File: config.mk
export PLATFORM = sky130hd
export DESIGN_NAME = attribute_serializer
export DESIGN_NICKNAME = d
export VERILOG_FILES = /design/src/rtl/attribute_serializer.sv
export SDC_FILE = /design/constraint.sdc
export NUM_CORES = 1
export LEC_CHECK = 0
export CORE_MARGIN = 2
export CORE_UTILIZATION = 55
export DETAILED_ROUTE_END_ITERATION = 8
export PLACE_DENSITY = 0.71
export SETUP_SLACK_MARGIN = 0.15
export SKIP_CTS_REPAIR_TIMING = 1
export SLEW_MARGIN = 10
export SYNTH_ARGS = -nofsm -noshare
export SYNTH_HDL_FRONTEND = slang
export SYNTH_SLANG_ARGS = --single-unit
File: constraint.sdc
create_clock -name clock -period 5.47 [get_ports clock]
set_clock_uncertainty 0.2 [all_clocks]
set_input_delay 0.547 -clock clock [delete_from_list [all_inputs] [get_ports clock]]
set_output_delay 0.547 -clock clock [all_outputs]
set_load 0.005 [all_outputs]
File: src/rtl/attribute_serializer.sv
// attribute_serializer: turns an attribute type code and unsigned value into the ASCII text "name=digits ", one char per handshake
// Ports: clock/reset (async, active high); start + in_type/in_value request a transaction (sampled only when idle);
// char/char_valid/char_ready is the output char handshake; busy covers the whole transaction;
// has_finished pulses once at the end, with error set when in_type was not a known code.
module attribute_serializer #(
  parameter int TYPE_W = 4,
  parameter int VAL_W  = 32,
  parameter int DIGITS = 10
) (
  input  logic              clock,
  input  logic              reset,
  input  logic              start,
  input  logic [TYPE_W-1:0] in_type,
  input  logic [VAL_W-1:0]  in_value,
  input  logic              char_ready,
  output logic [7:0]        char,
  output logic              char_valid,
  output logic              busy,
  output logic              has_finished,
  output logic              error
);
  localparam int NUM_TYPES = 11;
  localparam int CW = $clog2(VAL_W + 1);
  typedef enum logic [2:0] {IDLE, CONVERT, NAME, EQUALS, DIGS, TERM, DONE} state_t;
  state_t                        state;
  logic [TYPE_W-1:0]             typ;
  logic [VAL_W-1:0]              bin;
  logic [4*DIGITS-1:0]           bcd, adj;
  logic [4*DIGITS+VAL_W-1:0]     dabble;
  logic [CW-1:0]                 cnt;
  logic [3:0]                    idx, msd, nlen;
  logic [127:0]                  nm;
  logic                          known_in;
  // Name ROM: string right-aligned in nm, first char at byte nlen-1; nlen==0 marks an unknown code
  always_comb begin
    nm = '0;
    nlen = '0;
    case (int'(typ))
      0: begin nm = 128'("color"); nlen = 4'd5; end
      1: begin nm = 128'("size"); nlen = 4'd4; end
      2: begin nm = 128'("width"); nlen = 4'd5; end
      3: begin nm = 128'("height"); nlen = 4'd6; end
      4: begin nm = 128'("src"); nlen = 4'd3; end
      5: begin nm = 128'("href"); nlen = 4'd4; end
      6: begin nm = 128'("background"); nlen = 4'd10; end
      7: begin nm = 128'("padding"); nlen = 4'd7; end
      8: begin nm = 128'("margin"); nlen = 4'd6; end
      9: begin nm = 128'("border"); nlen = 4'd6; end
      10: begin nm = 128'("position"); nlen = 4'd8; end
      default: begin nm = '0; nlen = '0; end
    endcase
  end
  // One double-dabble step (add 3 to nibbles >= 5, then shift) and the most significant nonzero digit
  always_comb begin
    adj = bcd;
    msd = '0;
    for (int i = 0; i < DIGITS; i++) begin
      if (bcd[4*i +: 4] > 4'd4) adj[4*i +: 4] = bcd[4*i +: 4] + 4'd3;
      if (|bcd[4*i +: 4]) msd = 4'(i);
    end
    dabble = {adj, bin} << 1;
  end
  assign known_in = int'(in_type) < NUM_TYPES;
  always_ff @(posedge clock or posedge reset) begin
    if (reset) begin
      state <= IDLE;
      typ <= '0;
      bin <= '0;
      bcd <= '0;
      cnt <= '0;
      idx <= '0;
      char <= '0;
      char_valid <= 1'b0;
      busy <= 1'b0;
      has_finished <= 1'b0;
      error <= 1'b0;
    end else begin
      case (state)
        IDLE: if (start) begin
          typ <= in_type;
          bin <= in_value;
          bcd <= '0;
          cnt <= '0;
          busy <= 1'b1;
          state <= known_in ? CONVERT : DONE;
          has_finished <= !known_in;
          error <= !known_in;
        end
        // VAL_W shift steps, then one extra cycle to present the first name char
        CONVERT: if (cnt == CW'(VAL_W)) begin
          state <= NAME;
          idx <= '0;
          char <= nm[{nlen - 4'd1, 3'b000} +: 8];
          char_valid <= 1'b1;
        end else begin
          {bcd, bin} <= dabble;
          cnt <= cnt + 1'b1;
        end
        NAME: if (char_ready) begin
          if (idx == nlen - 4'd1) begin
            state <= EQUALS;
            char <= "=";
          end else begin
            idx <= idx + 1'b1;
            char <= nm[{nlen - 4'd2 - idx, 3'b000} +: 8];
          end
        end
        EQUALS: if (char_ready) begin
          state <= DIGS;
          idx <= msd;
          char <= {4'h3, bcd[{msd, 2'b00} +: 4]};
        end
        DIGS: if (char_ready) begin
          if (idx == 4'd0) begin
            state <= TERM;
            char <= " ";
          end else begin
            idx <= idx - 1'b1;
            char <= {4'h3, bcd[{idx - 4'd1, 2'b00} +: 4]};
          end
        end
        TERM: if (char_ready) begin
          state <= DONE;
          char_valid <= 1'b0;
          has_finished <= 1'b1;
          error <= 1'b0;
        end
        DONE: begin
          state <= IDLE;
          busy <= 1'b0;
          has_finished <= 1'b0;
          error <= 1'b0;
        end
        default: state <= IDLE;
      endcase
    end
  end
endmodule
## Word-level counts from Yosys, hierarchy flattened

Memories as Yosys holds them, arrays and structs flattened.
Cells that the tools add are included.

- Flip-flop bits (word level): 101
- Latch bits: 0
- Memory bits (writable): 0
- Bits in read-only memories: 1,024
- Input port bits: 40
- Logic and storage cells: 148
- Memories: 1

Memories:

| name | words | width | read ports | clocked after Yosys merged registers in | write ports | RTL line | RTL |
|---|---|---|---|---|---|---|---|
| (no name shown) | 16 | 64 | 1 | 0 | 0 | 38 | `case (int'(typ))` |

- $add $sub $neg: 16
- $mul: 0
- Divide/modulo/power cells: 0
- Magnitude comparators: 11
- Equality and inequality tests: 19
- Shifts and indexed selects: 4
- Multiplexer cells: 61
- Bitwise operators: 0
- Reduce and logical (&&, ||, !) cells: 25

Operators by type and width:

| cell | count |
|---|---|
| $shiftx 128x8->8 | 2 |
| $mux 4 | 23 |
| $mux 40 | 2 |
| $pmux 40 s2 | 1 |
| $shiftx 40x7->4 | 2 |
| $mux 32 | 2 |
| $pmux 32 s2 | 1 |
| $gt 4x3->1 const B | 10 |
| $mux 8 | 5 |
| $add 4x2->4 const B | 9 |
| $reduce_or 4->1 | 9 |
| $pmux 8 s4 | 1 |
| $mux 3 | 10 |
| $ne 2x2->1 const B | 11 |
| $pmux 3 s6 | 1 |
| $pmux 4 s4 | 1 |
| $mux 6 | 2 |
| $pmux 6 s2 | 1 |
| $eq 3x3->1 const B | 3 |
| $reduce_and 3->1 | 3 |
| $reduce_and 8->1 | 1 |
| $sub 4x1->4 const B | 2 |
| $reduce_and 7->1 | 1 |
| $add 6x1->6 const B | 1 |
| 21 further kinds | 32 |

## Logic depth before layout (Yosys ltp)

- Depth in word-level cells: 13
- Mapped depth: 18
- Gate-level depth less buffers: 16

## Worst setup path after synthesis

No wires, ideal clock.

- Path kind: register to register
- Start: register typ[0]
- End: register char[0]
- Setup time: 0.088 ns
- Arrival time: 3.692 ns
- Required time: 5.182 ns
- Slack: 1.489 ns
- Stages on the path, launching flop included: 16
- Path buffers: 2
- Period minus slack after synthesis: 3.981 ns
- Path through: dfrtp_1 buf_2 buf_1 inv_1 ha_1 and2_1 nor3_4 inv_2 ha_1 inv_1 ha_1 fa_1 or4_1 o32ai_1 nor3_1 a41oi_1

- Cells in the longest elaborated chain, start to end: 7

RTL lines:

| item | RTL line | RTL |
|---|---|---|
| from (decl) | 26 | `logic [TYPE_W-1:0] typ;` |
| from (signal assigned) | 80 | `typ <= in_type;` |
| $mem_v2 16x64 * | -- |  |
| $sub 4x2->4 | 105 | `char <= nm[{nlen - 4'd2 - idx, 3'b000} +: 8];` |
| $sub 4x4->4 | 105 |  |
| $shiftx 128x8->8 | 105 |  |
| $mux 8 | 100 | `if (idx == nlen - 4'd1) begin` |
| $mux 8 | 99 | `NAME: if (char_ready) begin` |
| $pmux 8 s4 * | 78 | `case (state)` |
| to (signal assigned) | 102 | `char <= "=";` |
| to (signal assigned) | 105 |  |
| to (signal assigned) | 111 | `char <= {4'h3, bcd[{msd, 2'b00} +: 4]};` |
| to (decl) | 16 | `output logic [7:0] char,` |

Every way passes the cells marked *; elsewhere a longest branch is shown, timed or not. The select of a mux whose other input is x is not followed.
A chain may end at the register's enable or synchronous reset.

## Final worst setup path

- Start: register typ[1]
- End: register char[5]

The elaborated chain is that of the path after synthesis.

==> results.cfg <==
[critical_path]
worstPathCellList = inv_1 -> ha_1 -> and2_1 -> nor3_4 -> inv_2 -> ha_1 -> buf_4 -> or2_2 -> a21o_1 -> a221oi_1 -> a311oi_1 -> o21ai_0 -> a21oi_1 -> o22a_1
cpPeakStageDelay_ns = 0.49
crit_path_end_kind = flip-flop
rrSetupSlack_ns = 1.23
startpoint = typ[1]$_DFFE_PP0P_
arrival_ns = 4.30
r2r-start = typ[1]$_DFFE_PP0P_
cp.required_ns = 5.53
cp_num_buf_inv = 3
critPathTopFamily = compound AO/OA/AOI/OAI gates
crit_path_start_kind = flip-flop
reg2reg_depth = 14
cpMaxStageDelayCell = ha_1
rr_endpoint = char[5]$_DFFE_PP0P_
crit_path_frequent_cell = ha_1
worst-path-max-fanout = 18
worst-setup-path-type = flip-flop to flip-flop

[layout]
antenna_cells = 0
final_nets = 1081
nFillCells = 1314
drive_gt1_share_pct = 7.874
syn2layout_area_growth_pct = 10.32

[timing]
max_freq_mhz = 235.9
worst_pin_slew_ns = 0.9788
finalHoldViolations = 0
max-slew-margin-rel_pct = 34.61
finalMaxSlewViolations = 0
tns_ns = 0
fin_crit_ns = 4.239
period_share_pct = 77.49
finalSetupViolCount = 0
grt_setup_unrepaired = no

[synthesis]
yosys_register_bits = 100
yosysSeqAreaShare_pct = 31.19
yosys.cell_types.count = 92
yosysWarnings = 0
synth_ff_type = dfrtp_1
async_flop_share_pct = 100.0
synth-edff-count = 0
synth_fp_nets = 1075
netlist_instances = 1006
syn_area_sq_um = 8023
avgSynthCellArea_sq_um = 7.975

[hold_path]
worstHoldEndpoint = bcd[0]$_DFFE_PP0P_
holdCritPathClass = flip-flop to flip-flop
hp-start = bin[31]$_DFFE_PP0P_
holdPathStages = 2

[global_route]
antenna_found_initial = 0
grt_start_max_net_pins = 68
grt_pass1_vias = 7016
track_usage_pct = 28.36
grt_overflow_total = 0
grt_pass1_wl_um = 36290

[run_status]
status = finished, final reports clean

[drt]
drt-total-wl_um = 21750
drtAntennaViolNets = 0
wire_per_inst_um = 18.12
viasPerCell = 6.401
dr_total_vias = 7681
remaining_drc_errors = 0
dr.pass1.iters = 8
drt_iter0_drc = 786

[placement]
portBuffers = 50
place_congestion = 0.9912
dp_hpwl_um = 15230

[flow_run]
drv_cap = 0

[floorplanning]
dieArea_sq_um = 15570
rows = 44
die_y_um = 124.8
core_area_sq_um = 14370
die_width_um = 124.8
ioPinCount = 52
initial_utilization_pct = 55.83

[clock_network]
cts_max_path_buffers = 2
cts_tree = built
numCtsBuffers = 9
root_buffer = clkbuf_16
path_clk_slew_ns = 0.08
clk_latency_ns = 0.36
clkSinkCount = 100
htreeDepth = 3
-- sequential cells by signal, summed over array words and instances, names as in the netlist --
name          cells
char              7
has_finished      1
error             1
state             3
busy              1
idx               4
char_valid        1
bin              32
typ               4
cnt               6
bcd              40
-- stage by stage --
stage / area, sq um / util, % / cells / hold WS [ns] / worst slack, ns
after floorplan: 8023 / - / 1006 / 0.2492 / 1.489
after global placement: 8549 / 59.50 / 1185 / 0.2637 / 1.340
after detailed placement: 8549 / 59.50 / 1185 / 0.2769 / 1.326
after CTS: 8851 / 61.60 / 1200 / 0.2926 / 1.306
after global routing: 8851 / 61.60 / 1200 / 0.3056 / 0.8867
final: 8851 / 61.60 / 1200 / 0.2866 / 1.231
-- how the worst max path moves through the flow --
stage / to / cells after the start / slack, ns
2_1_floorplan: char[0]$_DFFE_PP0P_ / 15 / 1.49
3_3_place_gp: char[5]$_DFFE_PP0P_ / 14 / 1.34
3_5_place_dp: char[5]$_DFFE_PP0P_ / 14 / 1.33
4_1_cts: char[5]$_DFFE_PP0P_ / 14 / 1.31
5_1_grt: char[0]$_DFFE_PP0P_ / 13 / 0.89
6_report: char[5]$_DFFE_PP0P_ / 14 / 1.23
-- layout by cell type, fill, tap and decap left out, types with 4 or more instances in the layout --
cell type / netlist / final
inv_1: 51 / 50
mux2i_1: 21 / 21
o21ai_1: 9 / 9
nand2_1: 127 / 125
clkdlybuf4s50_1: 0 / 50
or3b_4: 4 / 4
buf_4: 3 / 16
nand3_1: 41 / 41
a211oi_1: 10 / 10
mux4_2: 8 / 8
o21ai_0: 84 / 84
nor3_1: 32 / 32
xor2_1: 10 / 10
o22ai_1: 6 / 6
a32oi_1: 4 / 4
a21o_1: 6 / 6
o211ai_1: 5 / 5
o31ai_1: 7 / 7
nor4_1: 9 / 9
dfrtp_1: 100 / 100
clkbuf_16: 0 / 9
xnor2_1: 19 / 19
ha_1: 28 / 28
nor3b_2: 6 / 6
a21oi_1: 66 / 66
nor3b_1: 6 / 6
o22a_1: 4 / 4
o221ai_1: 5 / 5
nor2b_1: 12 / 12
or3_1: 5 / 5
a31oi_1: 47 / 47
o21bai_1: 4 / 4
nand2b_1: 10 / 10
nor2_1: 96 / 96
o32ai_1: 5 / 5
and2_1: 4 / 4
-- cell usage after synthesis, types with 4 or more instances --
| cell | n | area (sq um) |
|---|---|---|
| nand2_1 | 127 | 476.7 |
| dfrtp_1 | 100 | 2502 |
| nor2_1 | 96 | 360.4 |
| o21ai_0 | 84 | 420.4 |
| a21oi_1 | 66 | 330.3 |
| inv_1 | 51 | 191.4 |
| a31oi_1 | 47 | 294.0 |
| nand3_1 | 41 | 205.2 |
| clkbuf_1 | 37 | 138.9 |
| nor3_1 | 32 | 160.2 |
| ha_1 | 28 | 350.3 |
| mux2i_1 | 21 | 210.2 |
| xnor2_1 | 19 | 166.4 |
| buf_2 | 18 | 90.09 |
| nor2b_1 | 12 | 75.07 |
| a211oi_1 | 10 | 75.07 |
| nand2b_1 | 10 | 62.56 |
| xor2_1 | 10 | 87.58 |
| nor4_1 | 9 | 56.30 |
| o21ai_1 | 9 | 45.04 |
| buf_1 | 8 | 30.03 |
| mux4_2 | 8 | 180.2 |
| o31ai_1 | 7 | 52.55 |
| a21o_1 | 6 | 45.04 |
| nor3b_1 | 6 | 45.04 |
| nor3b_2 | 6 | 75.07 |
| o22ai_1 | 6 | 37.54 |
| buf_6 | 5 | 56.30 |
| o211ai_1 | 5 | 37.54 |
| o221ai_1 | 5 | 43.79 |
| o32ai_1 | 5 | 43.79 |
| or3_1 | 5 | 31.28 |
| a32oi_1 | 4 | 35.03 |
| and2_1 | 4 | 25.02 |
| o21bai_1 | 4 | 30.03 |
| o22a_1 | 4 | 35.03 |
| or3b_4 | 4 | 45.04 |
-- tightest hold or removal path: cells and delay by family (launching register included) --
| kind | cells | cell delay [ns] |
|---|---|---|
| flip-flops | 1 | 0.35 |
| AND/OR/NAND/NOR | 1 | 0.05 |
| AO/OA/AOI/OAI | 1 | 0.06 |
-- cell type report --
type                    instances  area [sq um]  share of cell area (%)
multi-input cells             781          4991                   56.39
flip-flops and latches        100          2502                   28.27
repair buffers                 66         620.6                   7.012
clock buffers                  10         239.0                   2.700
well taps                     184         230.2                   2.601
inverters                      54         205.2                   2.318
clock inverters                 5         62.56                  0.7068
-- cell families (layout without fill, tap and decap cells) --
| kind of cell | count (synthesis) | after routing | share of synthesized area (%) |
|---|---|---|---|
| simple gates | 379 | 379 | 23.50 |
| compound gates | 311 | 311 | 25.31 |
| buf+inv | 125 | 135 | 6.737 |
| flops | 100 | 100 | 31.19 |
| mux | 31 | 31 | 5.147 |
| xor+xnor | 30 | 30 | 3.447 |
| fa+ha+maj | 29 | 29 | 4.616 |
| other cells | 1 | 1 | 0.04674 |
-- layer usage --
metal	track usage, %	share of wire, %	up-vias
li1	-	-	3639
met1	41.56	46	3638
met2	42.43	44	355
met3	5.713	8.0	49
met4	8.526	2.2	0
met5	0	0	-
Power is not shown: default switching activity piles up to over one toggle a cycle in this logic, so the estimate is an artifact.
